===== src/rtl/safe_lock_ctrl_param.sv =====
// Parametrised safe lock controller: keypad code entry, programming, timed messages and lockout.
// Optional master-code unlock is enabled by defining SAFE_MASTER_CODE_EN.
module safe_lock_ctrl_param #(
  parameter int unsigned CODE_LEN = 4,
  parameter int unsigned MSG_TICKS = 10,
  parameter int unsigned MAX_FAILS = 3,
  parameter int unsigned LOCKOUT_TICKS = 50,
  parameter logic [4*CODE_LEN-1:0] MASTER_CODE = {CODE_LEN{4'h0}}
) (
  input  logic                               clk,
  input  logic                               rst,
  input  logic [11:0]                        key,
  output logic                               lock,
  output logic [2:0]                         state_o,
  output logic [$clog2(CODE_LEN+1)-1:0]      entry_cnt,
  output logic [4*CODE_LEN-1:0]              entry_digits,
  output logic [$clog2(MAX_FAILS+1)-1:0]     fail_cnt
);

  localparam int unsigned CW   = $clog2(CODE_LEN + 1);
  localparam int unsigned FW   = $clog2(MAX_FAILS + 1);
  localparam int unsigned DW   = 4 * CODE_LEN;
  localparam int unsigned TMAX = (MSG_TICKS > LOCKOUT_TICKS) ? MSG_TICKS : LOCKOUT_TICKS;
  localparam int unsigned TW   = (TMAX > 1) ? $clog2(TMAX) : 1;

`ifdef SAFE_MASTER_CODE_EN
  localparam bit USE_MASTER = 1'b1;
`else
  localparam bit USE_MASTER = 1'b0;
`endif

  typedef enum logic [2:0] {
    S_UNSET    = 3'd0,
    S_LOCKED   = 3'd1,
    S_SUCCESS  = 3'd2,
    S_ERROR    = 3'd3,
    S_LOCKOUT  = 3'd4,
    S_UNLOCKED = 3'd5
  } state_t;

  state_t         state_q, state_d;
  logic           lock_q, lock_d;
  logic [CW-1:0]  cnt_q, cnt_d;
  logic [DW-1:0]  digits_q, digits_d;
  logic [FW-1:0]  fail_q, fail_d;
  logic [DW-1:0]  code_q, code_d;
  logic [TW-1:0]  timer_q, timer_d;
  logic [11:0]    key_prev_q, key_prev_d;

  logic           press, is_digit, is_clear, complete, entry_ok, match;
  logic [3:0]     digit;
  logic [DW-1:0]  ins;

  // Press decode and entry buffer with the incoming digit placed at slot cnt_q
  always_comb begin
    press    = $onehot(key) && (key_prev_q == 12'd0);
    is_digit = press && (key[9:0] != 10'd0);
    is_clear = press && key[10];
    digit    = 4'd0;
    for (int i = 0; i < 10; i++) begin
      if (key[i]) digit = 4'(i);
    end
    ins = digits_q;
    for (int s = 0; s < int'(CODE_LEN); s++) begin
      if (CW'(s) == cnt_q) ins[DW-1-4*s -: 4] = digit;
    end
    complete = is_digit && (cnt_q == CW'(CODE_LEN - 1));
    match    = (ins == code_q) || (USE_MASTER && (ins == MASTER_CODE));
    entry_ok = (state_q == S_UNSET) || (state_q == S_LOCKED) || (state_q == S_UNLOCKED);
  end

  // Next-state and next-output logic
  always_comb begin
    state_d    = state_q;
    cnt_d      = cnt_q;
    digits_d   = digits_q;
    fail_d     = fail_q;
    code_d     = code_q;
    timer_d    = timer_q;
    key_prev_d = key;

    if (entry_ok) begin
      if (is_clear || complete) begin
        cnt_d    = '0;
        digits_d = '1;
      end else if (is_digit) begin
        cnt_d    = cnt_q + CW'(1);
        digits_d = ins;
      end
    end

    case (state_q)
      S_UNSET, S_UNLOCKED: begin
        if (complete) begin
          code_d  = ins;
          state_d = S_LOCKED;
        end
      end
      S_LOCKED: begin
        if (complete) begin
          timer_d = '0;
          if (match) begin
            state_d = S_SUCCESS;
            fail_d  = '0;
          end else begin
            fail_d  = fail_q + FW'(1);
            state_d = ((fail_q + FW'(1)) == FW'(MAX_FAILS)) ? S_LOCKOUT : S_ERROR;
          end
        end
      end
      S_SUCCESS: begin
        if (timer_q == TW'(MSG_TICKS - 1)) state_d = S_UNLOCKED;
        else timer_d = timer_q + TW'(1);
      end
      S_ERROR: begin
        if (timer_q == TW'(MSG_TICKS - 1)) state_d = S_LOCKED;
        else timer_d = timer_q + TW'(1);
      end
      S_LOCKOUT: begin
        if (timer_q == TW'(LOCKOUT_TICKS - 1)) begin
          state_d = S_LOCKED;
          fail_d  = '0;
        end else begin
          timer_d = timer_q + TW'(1);
        end
      end
      default: state_d = S_UNSET;
    endcase

    lock_d = (state_d != S_UNSET) && (state_d != S_UNLOCKED);
  end

  always_ff @(posedge clk or posedge rst) begin
    if (rst) begin
      state_q    <= S_UNSET;
      lock_q     <= 1'b0;
      cnt_q      <= '0;
      digits_q   <= '1;
      fail_q     <= '0;
      code_q     <= '0;
      timer_q    <= '0;
      key_prev_q <= '0;
    end else begin
      state_q    <= state_d;
      lock_q     <= lock_d;
      cnt_q      <= cnt_d;
      digits_q   <= digits_d;
      fail_q     <= fail_d;
      code_q     <= code_d;
      timer_q    <= timer_d;
      key_prev_q <= key_prev_d;
    end
  end

  assign lock         = lock_q;
  assign state_o      = state_q;
  assign entry_cnt    = cnt_q;
  assign entry_digits = digits_q;
  assign fail_cnt     = fail_q;

endmodule


===== config.mk =====
export PLATFORM = sky130hd
export DESIGN_NAME = safe_lock_ctrl_param
export DESIGN_NICKNAME = d
export VERILOG_FILES = /design/src/rtl/safe_lock_ctrl_param.sv
export SDC_FILE = /design/constraint.sdc
export NUM_CORES = 1
export LEC_CHECK = 0
export ABC_AREA = 1
export CAP_MARGIN = 20
export CORE_MARGIN = 2
export CORE_UTILIZATION = 39
export CTS_CLUSTER_SIZE = 10
export DETAILED_ROUTE_END_ITERATION = 16
export MAX_ROUTING_LAYER = met4
export PLACE_DENSITY = 0.67
export SLEW_MARGIN = 10
export SYNTH_ARGS = -nofsm -noshare
export SYNTH_HDL_FRONTEND = slang
export SYNTH_SLANG_ARGS = --single-unit
export TNS_END_PERCENT = 30

===== constraint.sdc =====
create_clock -name clk -period 1.98 [get_ports clk]
set_input_delay 0.396 -clock clk [delete_from_list [all_inputs] [get_ports clk]]
set_output_delay 0.396 -clock clk [all_outputs]
set_load 0.05 [all_outputs]

==> results of run 1 <==
[worst max-delay path: cells and delay by family]
kind | cells | cell delay [ps]
adder cells (fa/ha/maj) | 6 | 2620
buffers and inverters | 6 | 560
AND/OR/NAND/NOR | 3 | 580
AO/OA/AOI/OAI | 2 | 300
[routing by layer]
layer	vias up	wire [um]	track usage (%)
li1	1610	-	-
met1	1537	4140	24.7
met2	50	4530	33.1
met3	17	250	5.01
met4	0	150	8.11
met5	-	0	-
[layout make-up]
class                      count  area share, %
clock buffer                  11           2.94
clock inverter                 5           1.09
inverter                      88           7.19
multi-input combinational    292           38.2
sequential                    59           31.2
tap                          111           2.89
timing repair buffer          94           16.4
timing repair inverter         1          0.182
[state kept, by name, summed over array words and instances (netlist names)]
name / count
entry_cnt: 3
fail_cnt: 2
lock: 1
entry_digits: 16
state_o: 3
timer_q: 6
code_q: 16
key_prev_q: 12
[per-stage QoR]
stage / TNS (ps) / std cells / power [mW]
3_3_place_gp: -129300 / 637 / 2.63
5_1_grt: -110740 / 661 / 4.17
3_5_place_dp: -133470 / 637 / 2.67
6_report: -101280 / 661 / 3.90
4_1_cts: -106290 / 658 / 3.82
2_1_floorplan: -100690 / 443 / 2.21
[worst paths after layout]
path	startpoint	to	depth (start not counted)
setup / recovery	key[0]	entry_digits[14]	17
hold / removal	key[0]	key_prev_q[0]	1
setup reg to reg	entry_cnt[1]	lock	18
hold reg to reg	entry_digits[4]	entry_digits[4]	2
max in group asynchronous	rst	entry_digits[8]	3
min in group asynchronous	rst	key_prev_q[1]	2
[placed cells by master (no fill, tap or decap), types with 10 or more instances in the layout]
master,instances
sky130_fd_sc_hd__nand2_1,117
sky130_fd_sc_hd__inv_1,76
sky130_fd_sc_hd__buf_4,72
sky130_fd_sc_hd__dfrtp_1,43
sky130_fd_sc_hd__nor2_1,31
sky130_fd_sc_hd__nand3_1,27
sky130_fd_sc_hd__o21ai_1,16
sky130_fd_sc_hd__dfstp_2,16
sky130_fd_sc_hd__ha_1,12
sky130_fd_sc_hd__inv_2,10
sky130_fd_sc_hd__clkbuf_8,10
sky130_fd_sc_hd__clkdlybuf4s50_1,10
[power by group through the flow]
stage	clock [mW]	sequential (mW)	combinational (mW)
final	1.10	1.40	1.40
after global routing	1.21	1.41	1.55
after CTS	1.13	1.40	1.29
after detailed placement	0	1.42	1.26
after global placement	0	1.41	1.22
after floorplan	0	1.65	0.556
[what timing repair did]
item / 4_1_cts / 5_1_grt
buffers inserted: 5 / 2
gates resized for setup: 49 / 25
endpoints found under the setup margin: 47 / 47
gates cloned: 0 / 1
pin swaps: 11 / 13
hold endpoints to repair: 0 / 0
[cells by family after synthesis]
group,after synthesis,share of synthesized area [%]
xor gates and xnor gates,2,0.486
DFF,59,41.5
adders and majority gates,20,8.41
AOI/OAI and AO/OA,51,10.8
and+or+nand+nor,219,28.5
buffers and inverters,92,10.3
==> impl_summary.txt, run 1 <==
----------------------------------------------------
[Final layout]
  Antenna fix cells ... 0
  Area used by sequential logic in the layout ... 1500 sq um
  Post-layout nets ... 579
  Area of the multi-input gates ... 1830 sq um
  Share of final-layout standard cells stronger than drive strength 1 ... 32.5%
  Post-route cell area ... 4800 sq um
  Final standard cell utilization of the core ... 52.7%
  Relative area change from synthesis to final layout ... 33.3%
  Filler cell count ... 853

[STA]
  Part of the cycle the worst path needs ... 213%
  Final WS setup ... -2230 ps
  Final setup skew ... 9.09 ps
  Final hold vios ... 0
  Max Slew Vio Count ... 0
  Worst-case headroom to the max-slew limit ... 67.1%
  Clock period minus worst slack ... 4210 ps
  Number of setup violations in the final report ... 47
  Worst hold margin ... 167 ps
  FMAX ... 237 MHz
  Slew @ Worst Pin ... 492 ps
  Unrepaired setup endpoints after global routing ... yes

[Clock network]
  Clock buffer count from CTS ... 9
  Clk buf depth ... 2
  Clock-pin slew on the worst setup and hold paths ... 70 ps
  Clock root buffer ... sky130_fd_sc_hd__clkbuf_8
  Total number of H-tree levels ... 3
  TritonCTS clock tree ... done
  Later-pin clock latency in the skew report ... 340 ps
  Clock sink total ... 59
  Number of hold buffers added after CTS ... 0

[Synth]
  Most instantiated cells after synthesis ... sky130_fd_sc_hd__nand2_1 (120), sky130_fd_sc_hd__inv_1 (78), sky130_fd_sc_hd__dfrtp_1 (43), sky130_fd_sc_hd__nor2_1 (31), sky130_fd_sc_hd__nand3_1 (28)
  Total number of yosys warnings ... 0
  Post-Syn Nets ... 477
  Yosys cell types ... 46
  Netlist area before placement ... 3600 sq um
  Area share of the largest cell type after synthesis ... 29.9%
  Count of mapped cells out of synthesis ... 443
  Top post-synthesis cells by area ... sky130_fd_sc_hd__dfrtp_1 (30%), sky130_fd_sc_hd__nand2_1 (13%), sky130_fd_sc_hd__dfstp_2 (12%)
  Number of synthesized flops with an enable pin ... 0
  Library cell with the highest instance count after synthesis ... sky130_fd_sc_hd__nand2_1
  Async S/R FF share, synth ... 100%
  Most used flip-flop cell after synthesis ... sky130_fd_sc_hd__dfrtp_1
  Cell taking the most area after synthesis ... sky130_fd_sc_hd__dfrtp_1
  Seq/Total Area, Yosys ... 41.5%
  Synthesis-stage register bit count ... 59
  Average instance area after synthesis ... 8.13 sq um

[Routing]
  Final routed DRC violation total ... 0
  Average wire per standard cell ... 13.7 um
  Wire length reported by the detailed router ... 9070 um
  Antenna viol nets, final ... 0
  Number of vias in the routed layout ... 3214
  First-pass iteration count of the detailed router ... 4
  Iteration-0 DRC Markers ... 134
  Vias per cell ... 4.86

[Die]
  Number of top-level design ports ... 39
  Std-Cell Rows ... 35
  Floorplan die area ... 10000 sq um
  Height of the die ... 100 um
  Core area ... 9110 sq um
  Width of the die ... 100 um
  Initial core utilization ... 39.5%

[Power]
  Cell Int Power ... 2.52 mW
  Fraction of power spent switching nets ... 35.4%
  Logic pwr share ... 35.9%
  Proportion of power drawn by the clock network ... 28.3%
  Power density over the cells ... 812 nW/um^2
  Maximum resistive drop on vdd ... 0.360 mV
  Power dissipated by switching net loads ... 1.38 mW
  Leakage power ... 2.44 nW
  Flop pwr share ... 35.8%

[Setup path]
  Setup Crit Path Kind ... in2reg
  Worst path arrival time ... 4470 ps
  Slowest stage cell, crit path ... sky130_fd_sc_hd__fa_1
  Endpoint type of the worst setup path ... register
  Cell Chain, Critical Path ... buf_8, fa_1, fa_1, inv_1, fa_1, fa_1, inv_1, ha_2, inv_2, fa_1, buf_4, nor3b_4, nand4_1, nor4_2, o221ai_2, buf_12, a22oi_2
  Register-to-register setup slack ... -340 ps
  Top fanout value on the critical path ... 10
  Startpoint type of the worst setup path ... primary input
  Crit path largest cell delay ... 520 ps
  Most common cell type on the critical path ... sky130_fd_sc_hd__fa_1
  Endpoint required time on the critical path ... 2240 ps

[Status]
  Violated checks ... setup timing
  Result of the run ... finished, violations left

[Global route]
  Vias in the first global route ... 3360
  First-pass GRT wire length ... 15500 um
  Global-route usage over all layers ... 20.5%
  Largest net degree at the start of global routing ... 33
  Total global routing overflow ... 0
  Antenna violations before repair ... 0

[Place]
  Input/output buffers ... 38
  Worst slack after detailed placement ... -2930 ps
  GPL Wtd Cong ... 0.912
  Detail Placement HPWL ... 6630 um
  Placement Cell Area ... 4440 sq um

[Min path]
  Class of the worst hold path ... in2reg

[Job]
  Total of max-cap violations ... 0

----------------------------------------------------
Note: power is estimated with default switching activity, not from simulation.
==> run 2, diff against run 1 <==
- GPL_TIMING_DRIVEN: unset -> 0
==> run 2 against run 1 <==
Against the previous run: the run still ends with setup timing left; final cell count is 4.4% lower; sequential cell count unchanged; clock-buffer cell count grew 2; final area fell by 2.9%; wire length is 2.6% lower; register-to-register slack worse by 50 ps; combinational power decreased by 14%; non-clock buffer count shrank 28; critical endpoint is now lock.
==> impl_summary.txt, run 2 (same netlist as run 1, synthesis figures left out) <==
----------------------------------------------------
[Status]
  Result of the run ... finished, violations left
  Violated checks ... setup timing

[Setup path]
  Cell Chain, Critical Path ... buf_8, fa_1, fa_1, inv_1, fa_1, fa_1, inv_1, ha_2, inv_2, fa_1, nand4_1, nor3_4, nand3_4, o21bai_4, and3_1, nand2_2, nand3_1, nand2_1
  Top fanout value on the critical path ... 8 (-2)
  Slowest stage cell, crit path ... sky130_fd_sc_hd__fa_1
  Crit path largest cell delay ... 520 ps (about the same)
  Register-to-register setup slack ... -390 ps (-50 ps)
  Endpoint type of the worst setup path ... register
  Startpoint of the most critical setup path ... key[1]
  Number of logic stages on the critical path including buffering ... 18 (+1)
  Cells on worst reg2reg path ... 18 (unchanged)
  Most common cell type on the critical path ... sky130_fd_sc_hd__fa_1
  Setup Crit Path Kind ... in2reg
  Startpoint type of the worst setup path ... primary input
  Worst path arrival time ... 4550 ps (+80 ps)
  Endpoint required time on the critical path ... 2280 ps (+40 ps)
  Top Family by Delay on Critical Path ... adder cells
  CP Buf/Inv Count ... 4 (-2)
  End point of the critical path ... lock
  FF-to-FF End ... lock
  Launching point of the worst reg2reg path ... entry_cnt[0]

[STA]
  Worst hold margin ... 160 ps (-6.81 ps)
  Worst-case headroom to the max-slew limit ... 61.5% (-5.7 points)
  Number of setup violations in the final report ... 47 (unchanged)
  FMAX ... 235 MHz (-0.96%)
  Part of the cycle the worst path needs ... 215% (+2.1 points)
  Max Slew Vio Count ... 0 (unchanged)
  Clock period minus worst slack ... 4250 ps (+40.8 ps)
  Sum of negative setup slack ... -103830 ps (-2550 ps)
  Final hold vios ... 0 (unchanged)
  Unrepaired setup endpoints after global routing ... yes
  Final setup skew ... 17.6 ps (+8.51 ps)
  Final WS setup ... -2270 ps (-40.8 ps)
  Slew @ Worst Pin ... 577 ps (+85.6 ps)

[Job]
  Total of max-cap violations ... 0 (unchanged)

[Power]
  Power dissipated by switching net loads ... 1.31 mW (-5.3%)
  Cell Int Power ... 2.27 mW (-9.8%)
  Total power ... 3.58 mW (-8.2%)
  Leakage power ... 2.32 nW (-5.0%)
  Fraction of power spent switching nets ... 36.6% (+1.1 points)
  Logic pwr share ... 33.4% (-2.5 points)
  Flop pwr share ... 38.8% (+3.0 points)
  Maximum resistive drop on vdd ... 0.487 mV (+36%)
  Power density over the cells ... 768 nW/um^2 (-5.5%)
  Proportion of power drawn by the clock network ... 27.7% (-0.6 points)

[Final layout]
  Most frequent cells in the layout ... sky130_fd_sc_hd__nand2_1 (113), sky130_fd_sc_hd__inv_1 (75), sky130_fd_sc_hd__dfrtp_1 (43)
  Area used by sequential logic in the layout ... 1500 sq um (unchanged)
  Number of standard cells in the final layout excluding fillers ... 632 (-4.4%)
  Filler cell count ... 864 (+1.3%)
  Post-layout nets ... 550 (-5.0%)
  Antenna fix cells ... 0 (unchanged)
  Area of the multi-input gates ... 1860 sq um (+1.2%)
  Share of final-layout standard cells stronger than drive strength 1 ... 25.7% (-6.8 points)
  Relative area change from synthesis to final layout ... 29.5%
  Most common cell after layout, fill and taps aside ... sky130_fd_sc_hd__nand2_1

[Routing]
  Final routed DRC violation total ... 0 (unchanged)
  Vias per cell ... 4.92 (+1.2%)
  Number of vias in the routed layout ... 3110 (-3.2%)
  Routed wire length on met2 ... 4250 um (-6.0%)
  Met1 routed wirelength after detailed routing ... 3950 um (-4.7%)
  Top routing layer in use ... met4
  First-pass iteration count of the detailed router ... 4 (unchanged)
  Wire length reported by the detailed router ... 8830 um (-2.6%)
  Iteration-0 DRC Markers ... 187 (+40%)
  Antenna viol nets, final ... 0 (unchanged)
  Average wire per standard cell ... 14.0 um (+1.8%)
  Routed length on met3 ... 449 um (+80%)

[Global route]
  Antenna violations before repair ... 0 (unchanged)
  Vias in the first global route ... 3126 (-7.0%)
  Global-route usage over all layers ... 19.2% (-1.2 points)
  Total global routing overflow ... 0 (unchanged)
  First-pass GRT wire length ... 14600 um (-6.3%)
  Largest net degree at the start of global routing ... 34 (+3.0%)

[Die]
  Width of the die ... 100 um (unchanged)
  Number of top-level design ports ... 39 (unchanged)
  Initial core utilization ... 39.5% (unchanged)
  Floorplan die area ... 10000 sq um (unchanged)
  Std-Cell Rows ... 35 (unchanged)
  Core area ... 9110 sq um (unchanged)
  Height of the die ... 100 um (unchanged)

[Clock network]
  Later-pin clock latency in the skew report ... 350 ps (about the same)
  Clk buf depth ... 2 (unchanged)
  Clock-pin slew on the worst setup and hold paths ... 80 ps (about the same)
  Number of hold buffers added after CTS ... 0 (unchanged)
  Clock sink total ... 59 (unchanged)
  Total number of H-tree levels ... 3 (unchanged)
  Clock root buffer ... sky130_fd_sc_hd__clkbuf_8
  Clock buffer count from CTS ... 9 (unchanged)
  TritonCTS clock tree ... done

[Place]
  Detail Placement HPWL ... 6310 um (-4.8%)
  Worst slack after detailed placement ... -3260 ps (-332 ps)
  Input/output buffers ... 38 (unchanged)
  Placed Cells incl. Taps ... 593 (-6.9%)
  GPL Wtd Cong ... 0.887 (-2.7%)

[Min path]
  Cells on Worst Hold Path ... 1 (unchanged)
  Startpoint of the lowest-slack hold path ... key[1]
  Class of the worst hold path ... in2reg

----------------------------------------------------
[run 2: cell count changes in the layout (fill, tap and decap cells not counted), moves of 4 or more]
cell                            change
sky130_fd_sc_hd__buf_4             -57
sky130_fd_sc_hd__dlygate4sd2_1     +22
sky130_fd_sc_hd__buf_6              +7
sky130_fd_sc_hd__nand2_1            -4
sky130_fd_sc_hd__nand2_2            +4
[run 2: how the worst min path moves through the flow]
stage | endpoint | slack [ps]
5_1_grt | key_prev_q[1] | 150
2_1_floorplan | key_prev_q[0] | 430
3_3_place_gp | code_q[15] | 480
6_report | key_prev_q[1] | 160
4_1_cts | key_prev_q[3] | 160
3_5_place_dp | code_q[3] | 490
[run 2: area by class of cell]
| cell class | count | area share, % |
|---|---|---|
| repair buffers | 62 | 12.9 |
| flip-flops and latches | 59 | 32.1 |
| inverters | 88 | 7.30 |
| clock buffers | 13 | 3.41 |
| clock inverters | 3 | 0.322 |
| well taps | 111 | 2.98 |
| multi-input cells | 292 | 39.8 |
| plain buffers | 4 | 1.21 |
[run 2: power by group through the flow]
stage,clock (mW),sequential [mW],combinational [mW]
after detailed placement,0,1.41,1.12
after global placement,0,1.41,1.08
final,0.993,1.39,1.20
after CTS,1.01,1.39,1.16
after floorplan,0,1.65,0.556
after global routing,1.07,1.41,1.33
[run 2: per-layer routing]
| layer | vias up | GRT usage [%] |
|---|---|---|
| li1 | 1554 | - |
| met1 | 1470 | 24.1 |
| met2 | 71 | 31.0 |
| met3 | 15 | 3.06 |
| met4 | 0 | 8.32 |
| met5 | - | - |
[run 2: what timing repair did]
| item | in CTS | in global routing |
|---|---|---|
| setup endpoints to repair | 68 | 49 |
| cloned | 3 | 1 |
| pin swaps | 11 | 12 |
| setup buffers | 11 | 8 |
| gates resized for setup | 96 | 23 |
[run 2: metrics by stage]
| stage | utilization, % | area, sq um |
|---|---|---|
| floorplan | - | 3610 |
| global placement | 45.4 | 4130 |
| detailed placement | 45.6 | 4150 |
| CTS | 49.4 | 4500 |
| global route | 51.2 | 4660 |
| finish | 51.2 | 4660 |
